$ cat src/rtl/bcd_game_timer_pkg.sv
// Shared game-state encodings, default start time and BCD helpers for the game timer.
package bcd_game_timer_pkg;

  typedef enum logic [1:0] {
    HOLD  = 2'd0,
    PLAY  = 2'd1,
    PAUSE = 2'd2,
    OVER  = 2'd3
  } game_state_e;

  localparam int unsigned DEF_START_TENS = 6;
  localparam int unsigned DEF_START_ONES = 0;

  function automatic logic [7:0] bcd_dec(input logic [7:0] v);
    logic [7:0] r;
    if (v[3:0] == 4'd0) begin
      r = {v[7:4] - 4'd1, 4'd9};
    end else begin
      r = {v[7:4], v[3:0] - 4'd1};
    end
    return r;
  endfunction

  // Saturating add of a binary amount to a two-digit BCD value.
  function automatic logic [7:0] bcd_add_sat(input logic [7:0] v, input int unsigned amt);
    int unsigned sum;
    sum = 32'(v[7:4]) * 32'd10 + 32'(v[3:0]) + amt;
    if (sum > 32'd99) begin
      sum = 32'd99;
    end
    return {4'(sum / 32'd10), 4'(sum % 32'd10)};
  endfunction

endpackage

$ cat src/rtl/bcd_game_timer_sec_tick_gen.sv
// One-second prescaler: counts while run is high, clears on clr, ticks in the wrap cycle.
module sec_tick_gen #(
  parameter int unsigned PRESCALE = 100000000
) (
  input  logic clk,
  input  logic rst,
  input  logic run,
  input  logic clr,
  output logic tick
);

  localparam int unsigned CW = (PRESCALE > 2) ? $clog2(PRESCALE) : 1;
  localparam logic [CW-1:0] LAST = CW'(PRESCALE - 1);

  logic [CW-1:0] cnt_q;
  logic [CW-1:0] cnt_d;

  assign tick = run && (cnt_q == LAST);

  always_comb begin
    cnt_d = cnt_q;
    if (clr) begin
      cnt_d = '0;
    end else if (run) begin
      if (tick) begin
        cnt_d = '0;
      end else begin
        cnt_d = cnt_q + CW'(1);
      end
    end else begin
      cnt_d = cnt_q;
    end
  end

  always_ff @(posedge clk or posedge rst) begin
    if (rst) begin
      cnt_q <= '0;
    end else begin
      cnt_q <= cnt_d;
    end
  end

endmodule

$ cat src/rtl/bcd_game_timer.sv
// Two-digit BCD countdown timer driven by the game state.
// Optional bonus-time adder enabled with macro GAME_TIME_BONUS_EN.
module bcd_game_timer
  import bcd_game_timer_pkg::*;
#(
  parameter int unsigned PRESCALE   = 100000000,
  parameter int unsigned START_TENS = DEF_START_TENS,
  parameter int unsigned START_ONES = DEF_START_ONES,
  parameter int unsigned BONUS_SEC  = 5
) (
  input  logic       clk,
  input  logic       rst,
  input  logic [1:0] state,
  input  logic       bonus,
  output logic [3:0] n1,
  output logic [3:0] n0,
  output logic       timeout
);

  localparam logic [7:0] START_VAL = {4'(START_TENS), 4'(START_ONES)};

  game_state_e st_s;
  logic        tick_s;
  logic        run_s;
  logic        clr_s;
  logic [3:0]  n1_q, n0_q;
  logic [3:0]  n1_d, n0_d;
  logic        timeout_q, timeout_d;
  logic [7:0]  val_s;
  logic [7:0]  val_d;

  assign st_s  = game_state_e'(state);
  assign run_s = (st_s == PLAY);
  assign clr_s = (st_s == HOLD) || (st_s == OVER);
  assign val_s = {n1_q, n0_q};

  sec_tick_gen #(
    .PRESCALE(PRESCALE)
  ) u_tick (
    .clk (clk),
    .rst (rst),
    .run (run_s),
    .clr (clr_s),
    .tick(tick_s)
  );

`ifndef GAME_TIME_BONUS_EN
  localparam logic [6:0] unused_bonus_p = 7'(BONUS_SEC);
  logic unused_bonus_s;
  assign unused_bonus_s = bonus ^ unused_bonus_p[0];
`endif

  always_comb begin
    val_d     = val_s;
    timeout_d = 1'b0;
    case (st_s)
      HOLD: begin
        val_d = START_VAL;
      end
      PLAY: begin
        if (tick_s && (val_s != 8'h00)) begin
          val_d = bcd_dec(val_s);
        end else begin
          val_d = val_s;
        end
`ifdef GAME_TIME_BONUS_EN
        // Bonus applies after the decrement, gated on the pre-tick value.
        if (bonus && (val_s != 8'h00)) begin
          val_d = bcd_add_sat(val_d, BONUS_SEC);
        end else begin
          val_d = val_d;
        end
`endif
        timeout_d = tick_s && (val_s == 8'h01) && (val_d == 8'h00);
      end
      PAUSE: begin
        val_d = val_s;
      end
      OVER: begin
        val_d = val_s;
      end
      default: begin
        val_d = val_s;
      end
    endcase
    n1_d = val_d[7:4];
    n0_d = val_d[3:0];
  end

  always_ff @(posedge clk or posedge rst) begin
    if (rst) begin
      n1_q      <= START_VAL[7:4];
      n0_q      <= START_VAL[3:0];
      timeout_q <= 1'b0;
    end else begin
      n1_q      <= n1_d;
      n0_q      <= n0_d;
      timeout_q <= timeout_d;
    end
  end

  assign n1      = n1_q;
  assign n0      = n0_q;
  assign timeout = timeout_q;

endmodule

$ cat config.mk
export PLATFORM = sky130hd
export DESIGN_NAME = bcd_game_timer
export DESIGN_NICKNAME = d
export VERILOG_FILES = /design/src/rtl/bcd_game_timer_pkg.sv /design/src/rtl/bcd_game_timer_sec_tick_gen.sv /design/src/rtl/bcd_game_timer.sv
export SDC_FILE = /design/constraint.sdc
export NUM_CORES = 1
export LEC_CHECK = 0
export CORE_UTILIZATION = 35
export DETAILED_ROUTE_END_ITERATION = 10
export HOLD_SLACK_MARGIN = 0.02
export MAX_ROUTING_LAYER = met4
export PLACE_DENSITY_LB_ADDON = 0.3
export SLEW_MARGIN = 20
export SYNTH_ARGS = -nofsm -noshare
export SYNTH_HDL_FRONTEND = slang
export SYNTH_SLANG_ARGS = --single-unit
$ cat constraint.sdc
create_clock -name clk -period 1.85 [get_ports clk]
set_input_delay 0.555 -clock clk [delete_from_list [all_inputs] [get_ports clk]]
set_output_delay 0.555 -clock clk [all_outputs]
set_load 0.02 [all_outputs]
Word-level counts from Yosys, hierarchy flattened
Cells that the tools add are included.
W data, S select, Z words.

storage, ports and cells
  input port bits = 5
  output and inout bits = 9
  logic and storage cells = 31
  register bits = 36

cells by class
  add/subtract/negate cells = 3
  multiplexer cells = 8
  reductions and logical operators = 11
  eq/ne operators = 5

operator list
  operator                 count
  $mux W27                 3
  $add A27 B1 Y27 const B  1
  $eq A27 B27 Y1 const B   1
  $mux W8                  3
  $pmux W8 S2              1
  $eq A8 B1 Y1 const B     1
  $logic_not A8 Y1         1
  $reduce_bool A8 Y1       1
  $sub A4 B1 Y4 const B    2
  $eq A2 B2 Y1 const B     2
  $logic_and A1 B1 Y1      4
  $logic_not A4 Y1         1
  $eq A2 B1 Y1 const B     1
  $logic_not A2 Y1         1
  $reduce_bool A2 Y1       1
  $reduce_or A2 Y1         1
  $logic_or A1 B1 Y1       1
  $mux W1                  1

Depth between registers and ports, before layout
Gate-level depths: netlist of run 1.

  depth after elaboration = 8
  depth in mapped cells = 7
  mapped depth without buffers = 6

Hierarchy
Synthesis of run 1 repeated with hierarchy kept, for this count alone.

unflattened totals
  cell total of the unflattened synthesis = 224
  area total of the unflattened synthesis = 2062.0 um^2

modules (own cells, without submodules)
  module          area each (um^2)  cells an instance  instances  sequential area each (um^2)
  sec_tick_gen    1498.9            162                1          675.6
  bcd_game_timer  563.0             62                 1          227.7

Least setup slack after synthesis of run 1
Ideal clock, no wire load.

  kind = input to register
  start point = in state[0]
  end point = reg u_tick.cnt_q[18]
  library setup time = 82 ps
  stages on the path = 7
  buffers on the path = 1
  setup slack = -465 ps
  arrival = 2233 ps
  data required time = 1768 ps
  path through = inv_1 > ha_1 > nand4b_2 > or4_4 > buf_6 > or3_1 > a22oi_2

on the way
  longest elaborated chain between the ends = 5
  elaborated cells between the ends (all ways) = 9
  classes of those cells = eq/ne (2); mux (3); reduce/logical (4)

RTL lines
  element               RTL line                           text
  from (decl)           bcd_game_timer.sv:13               input logic [1:0] state,
  $eq A2 B1 Y1          bcd_game_timer.sv:33               assign run_s = (st_s == PLAY);
  $logic_and A1 B1 Y1   bcd_game_timer_sec_tick_gen.sv:18  assign tick = run && (cnt_q == LAST);
  $mux W27              bcd_game_timer_sec_tick_gen.sv:25  if (tick) begin
  $mux W27              bcd_game_timer_sec_tick_gen.sv:24  end else if (run) begin
  $mux W27              bcd_game_timer_sec_tick_gen.sv:22  if (clr) begin
  to (signal assigned)  bcd_game_timer_sec_tick_gen.sv:39  cnt_q <= cnt_d;
  to (decl)             bcd_game_timer_sec_tick_gen.sv:15  logic [CW-1:0] cnt_q;

Parallel ways exist; a longest one is shown, timed or not. The select of a mux whose other input is x is not followed.
A chain may end at the register's enable or synchronous reset.

Worst setup path in the final report of run 1
  start point = in state[0]
  end point = reg u_tick.cnt_q[20]

Same word-level chain as after synthesis.

==> metrics, run 1 <==
Hold Crit Class=reg -> reg; post-synthesis sequential area ratio=just under 40%; worst clock skew=0.00451 ns; nets=about 330; Post-Synthesis Cells=244; area of the mapped netlist=between 0.002 and 0.0025 mm2; mean area per synthesized cell=9.38 um2; Max Slew Vio Count=0; Worst-path clk slew=0.07 ns; largest cells by area after synthesis=dfrtp_1 (37%), ha_1 (3.8%), nand2_1 (3.8%), xnor2_1 (3.4%), a22oi_1 (3.3%); Worst Hold End=u_tick.cnt_q[23]$_DFFE_PP0P_; clk buf depth=2; Area Overhead vs Synth=47.2%; R2R cell count=4; clock latency on the worst-skew pair=around 0.30 ns; Max VDD drop=~0.32 mV; top-area cell type share of the netlist area=37.2%; WS Path Type=in -> reg; layout cells sized above 1=42.0%; Syn Nets=256; routed len/inst=roughly 16 um; worst setup margin=-0.170 ns; Hold-fix buffers, CTS=0; P_leak=0.00138 uW; routed wire length=6390 um; worst slew pin tran=0.437 ns; Ports=14; placed cell count=~370; I/O Buffers=12; PD cells=498 mW/mm2; worst r2r src=u_tick.cnt_q[11]$_DFFE_PP0P_; die area=0.00687 mm2; Final Wtd Congestion=0.789; failing checks=negative setup slack; FF-to-FF setup slack=-0.17 ns; RSZ-0062 raised after global routing=yes; Top FF cell, synth=dfrtp_1; via count=between 2k and 2.5k; antenna-violating nets left=0; Slew headroom=a little over two thirds; Fin. Hold Viols=0; GRT Util Overall=between 10% and 20%; number of global-route vias before repair=2106; Initial DRT Pass Iterations=4; design area=0.00337 mm2; vias per cell=5.69; leading cell type in the layout, fill and taps excluded=buf_4; clk sinks=36; r2r endpoint=u_tick.cnt_q[25]$_DFFE_PP0P_; synth warn=0; core area=0.00635 mm2; Die Wd=82.9 um; Tot Pwr=1680 uW; Data arrival, critical path=2.24 ns; hold_ws=between 0.5 and 0.6 ns; total congestion overflow=0; initial antenna violation count=0; Worst Setup End Kind=register; crit start category=primary input; Final period util=109%; WP data required=2.07 ns; Hold Path Origin=u_tick.cnt_q[23]$_DFFE_PP0P_; Cell Area, Placed=0.00287 mm2; Residual DRC=0; row cnt=29; largest net degree at the start of global routing=37; Post-synth EDFFs=0; CTS root buffer=clkbuf_8; flops & latches, synth=36; CP Max Fanout=4; Max Clock Freq=495 MHz; Die Y=82.9 um; status=complete, but fails checks; library cells used by synthesis=50; initial core utilization=36.1%; total CTS buffers=5; post-layout min period=2.02 ns; hold path depth=2; FFs w/ async S/R, synth=100%; Max Cap Viol=0; CTS tree=built; Synth area leader=dfrtp_1; fin cells=391; commonest cells after routing, fill and taps aside=buf_4 (46), dfrtp_1 (32), nand2_1 (22); Antenna diodes=0; Final setup viols=12; HPWL after DPL=4010 um; first-pass GRT wire length=10200 um; H-tree levels=2; iteration-0 DRC count of the detailed router=95
sequential cells by signal, indices dropped and copies added (netlist names):
register and cells:
n0 4, n1 4, timeout 1, u_tick.cnt_q 27
stage by stage:
stage | setup TNS (ns) | util, % | setup slack, ns
after detailed placement | -25.27 | 45.3 | -0.881
after CTS | -1.77 | 48.1 | -0.261
after global routing | -2.69 | 53.1 | -0.223
after global placement | -24.71 | 45.3 | -0.828
after floorplan | -1.51 | - | -0.209
final | -0.830 | 53.1 | -0.170
logic make-up after synthesis:
group | after synthesis | share of synthesized area, %
buf+inv | 21 | 4.81
compound gates | 57 | 17.7
simple gates | 112 | 29.9
fa+ha+maj | 7 | 3.82
mux | 1 | 0.437
xor+xnor | 10 | 3.83
flops | 36 | 39.5
worst max-delay path, cell delays in order:
cell and delay (ns):
buf_12 0.09, inv_12 0.03, ha_4 0.15, buf_6 0.11, nand4b_4 0.18, or4_4 0.58, or3_4 0.41, a22oi_2 0.14
power by group:
group          switching (uW)  internal, uW  total [uW]
sequential               22.0           801         823
combinational             138           158         296
clock                     291           268         559
worst max-delay path by stage:
stage / from / to
final: state[0] / u_tick.cnt_q[20]$_DFFE_PP0P_
after global routing: u_tick.cnt_q[11]$_DFFE_PP0P_ / u_tick.cnt_q[25]$_DFFE_PP0P_
after CTS: state[0] / u_tick.cnt_q[25]$_DFFE_PP0P_
after detailed placement: state[0] / u_tick.cnt_q[25]$_DFFE_PP0P_
after global placement: state[0] / u_tick.cnt_q[25]$_DFFE_PP0P_
after floorplan: state[0] / u_tick.cnt_q[23]$_DFFE_PP0P_
timing repair:
action | in CTS | in global routing
gates cloned | 1 | 1
buffers inserted | 6 | 9
endpoints found under the setup margin | 44 | 36
gates resized for setup | 28 | 56
pin swaps | 8 | 30
cells in the mapped netlist (all sizes together), types with 7 or more instances:
master	n
xnor2	9
dfrtp	34
nand2	23
nor3	7
inv	9
a21oi	11
and4	7
nor2	11
nand3	12
nand4	10
a22oi	12
or4	9
ha	7
or3	9
o21ai	11
final cells by class:
| class | count | area [um2] |
|---|---|---|
| flip-flops and latches | 36 | 906 |
| multi-input cells | 188 | 1560 |
| repair buffers | 73 | 684 |
| inverters | 9 | 46.3 |
| well taps | 77 | 96.3 |
| fillers | 551 | 2980 |
| clock buffers | 8 | 80.1 |
per-layer routing:
metal  track usage, %  routed length [um]  part of all wire (%)  vias up
li1                 -                   -                     -     1075
met1             25.1                2950                    46     1100
met2             29.2                3140                    49       41
met3             3.18                 220                   3.4        8
met4             7.68                  91                   1.4        0
met5                -                   0                     0        -
Power figures use the tool's default switching activity.
==> run 2, diff against run 1 <==
- CORE_ASPECT_RATIO: not set -> 0.7
- CORE_UTILIZATION: 35 -> 53
==> run 2 against run 1 <==
- the run still ends with negative setup slack left
- maximum frequency fell by 0.95%
- register-to-register slack got worse by 0.02 ns
- final cell count fell by 6.1%
- sequential cell count unchanged
- clock-buffer cell count unchanged
- utilization up 29 points
- sequential power shrank 0.7%
- worst setup slack worse by 0.019 ns
- global-route usage grew 13 points
- critical endpoint is now u_tick.cnt_q[23]$_DFFE_PP0P_
- sequential share of layout area up 0.60 points
- total power grew 1.4%
==> metrics, run 2 (synthesized netlist as in run 1, its figures left out) <==
first-pass GRT wire length=10900 um (+6.7%); largest net degree at the start of global routing=37 (unchanged); WP data required=2.06 ns (about the same); hold path depth=2 (unchanged); initial core utilization=57.0% (+21 points); Max Slew Vio Count=0 (unchanged); CTS root buffer=clkbuf_8; failing checks=negative setup slack; CP max-delay cell=or4_4; clk buf depth=2 (unchanged); total congestion overflow=0 (unchanged); post-layout min period=2.04 ns (+0.0194 ns); worst r2r src=u_tick.cnt_q[11]$_DFFE_PP0P_; Die Y=57.0 um (-31%); Die Wd=80.6 um (-2.8%); row cnt=19 (-34%); most frequent CP cell=or4_4; crit start category=register; total CTS buffers=5 (unchanged); Initial DRT Pass Iterations=5 (+1); Worst Setup End Kind=register; initial antenna violation count=0 (unchanged); WS Path Type=reg -> reg; Antenna diodes=0 (unchanged); nets=326 (+0.31%); Final Wtd Congestion=0.987 (+25%); Max VDD drop=0.464 mV (+44%); final core utilization=81.8% (+29 points); Hold Path Origin=u_tick.cnt_q[23]$_DFFE_PP0P_; Max Clock Freq=490 MHz (-0.95%); RSZ-0062 raised after global routing=yes; met3 Use GR=6.08% (+2.9 points); core area=0.00402 mm2 (-37%); clock latency on the worst-skew pair=0.29 ns (about the same); Fin. Hold Viols=0 (unchanged); Slew headroom=70.6% (about the same); FF-to-FF setup slack=-0.19 ns (-0.02 ns); H-tree levels=2 (unchanged); commonest cells after routing, fill and taps aside=buf_4 (47), dfrtp_1 (34), nand2_1 (22); die area=0.00459 mm2 (-33%); CTS tree=built; Biggest register=u_tick.cnt_q; via count=2373 (+6.7%); status=complete, but fails checks; layout cells sized above 1=40.0% (-2.0 points); PD cells=517 mW/mm2 (+3.9%); GRT Util Overall=32.4% (+13 points); Max stage delay on crit path=0.66 ns (+0.08 ns); GR peak layer=met2; R2R cell count=4 (unchanged); r2r endpoint=u_tick.cnt_q[23]$_DFFE_PP0P_; M1 GR Usage=42.1% (+17 points); Max Cap Viol=0 (unchanged); antenna-violating nets left=0 (unchanged); iteration-0 DRC count of the detailed router=189 (+99%); max FFs per register=27 (unchanged); Worst Hold End=u_tick.cnt_q[23]$_DFFE_PP0P_; Residual DRC=0 (unchanged); clk sinks=36 (unchanged); P_leak=0.00137 uW (-0.35%); leading cell type in the layout, fill and taps excluded=buf_4; CP Max Fanout=6 (+2); worst setup margin=-0.190 ns (-0.0194 ns); routed wire length=6910 um (+8.0%); worst slew pin tran=0.437 ns (-0.0000371 ns); vias per cell=6.47 (+14%); pre-CTS WS=-0.883 ns (-0.00244 ns); Area Overhead vs Synth=43.6%; Worst-path clk slew=0.07 ns (about the same); HPWL after DPL=3960 um (-1.2%); cell chain of the critical path=nand4_1, or4_4, or4_4, a22oi_2; routed len/inst=18.8 um (+15%); Hold Crit Class=reg -> reg; Ports=14 (unchanged); Final period util=110% (+1.0 points); Final setup viols=12 (unchanged); Data arrival, critical path=2.25 ns (about the same); worst clock skew=0.00552 ns (+0.00102 ns); number of global-route vias before repair=2256 (+7.1%); I/O Buffers=12 (unchanged); met2 usage=52.8% (+24 points)
## run 2: cell count changes in the layout (fill, tap and decap cells not counted), sizes merged
cell           previous run  this run
clkdlybuf4s50             2         3
dlygate4sd2               8         7
buf                      62        64
clkbuf                    9         8
## run 2: critical path: cells and delay by family, from the launching register on
kind	cells	cell delay [ns]
AOI/OAI and AO/OA	1	0.15
and+or+nand+nor	3	1.41
DFF	1	0.40
## run 2: timing repair
action                     in CTS  in global routing
hold buffers                    0                  0
setup buffers                  13                  7
gates cloned                    2                  0
setup endpoints to repair      43                 34
gates resized for setup        45                 31
pin swaps                      17                 10
## run 2: final cells by class
class	count	area [um2]
clock buffers	8	100
well taps	52	65.1
flip-flops and latches	36	903
repair buffers	74	666
fillers	223	729
multi-input cells	188	1510
inverters	9	46.3
## run 2: how the worst max path moves through the flow
| stage | start | end | slack (ns) | depth (start not counted) |
|---|---|---|---|---|
| final | u_tick.cnt_q[11]$_DFFE_PP0P_ | u_tick.cnt_q[23]$_DFFE_PP0P_ | -0.19 | 4 |
| after global routing | u_tick.cnt_q[11]$_DFFE_PP0P_ | u_tick.cnt_q[23]$_DFFE_PP0P_ | -0.23 | 4 |
| after floorplan | state[0] | u_tick.cnt_q[23]$_DFFE_PP0P_ | -0.21 | 7 |
| after CTS | state[0] | u_tick.cnt_q[19]$_DFFE_PP0P_ | -0.26 | 9 |
| after global placement | state[0] | u_tick.cnt_q[25]$_DFFE_PP0P_ | -0.85 | 8 |
| after detailed placement | state[0] | u_tick.cnt_q[25]$_DFFE_PP0P_ | -0.88 | 8 |
## run 2: metrics by stage
stage	instances	area, um2	TNS (ns)	total power [uW]	hold slack, ns
5_1_grt	367	3290	-2.32	1770	0.600
3_3_place_gp	338	2810	-25.04	1040	0.559
2_1_floorplan	244	2350	-1.51	938	0.517
3_5_place_dp	338	2810	-26.35	1050	0.568
4_1_cts	361	3130	-2.08	1680	0.581
6_report	367	3290	-1.35	1700	0.577
## run 2: report_power, final
part           internal, uW  total [uW]  switching (uW)
sequential              800         817            16.9
combinational           137         269             133
clock                   340         615             275
total                  1280        1700             425
## run 2: routing by layer
| metal | wire length, um | share of wire (%) | up-vias |
|---|---|---|---|
| met5 | 0 | 0 | - |
| met4 | 99 | 1.4 | 0 |
| met3 | 463 | 6.7 | 16 |
| met1 | 2940 | 43 | 1167 |
| met2 | 3400 | 49 | 110 |
| li1 | - | - | 1080 |
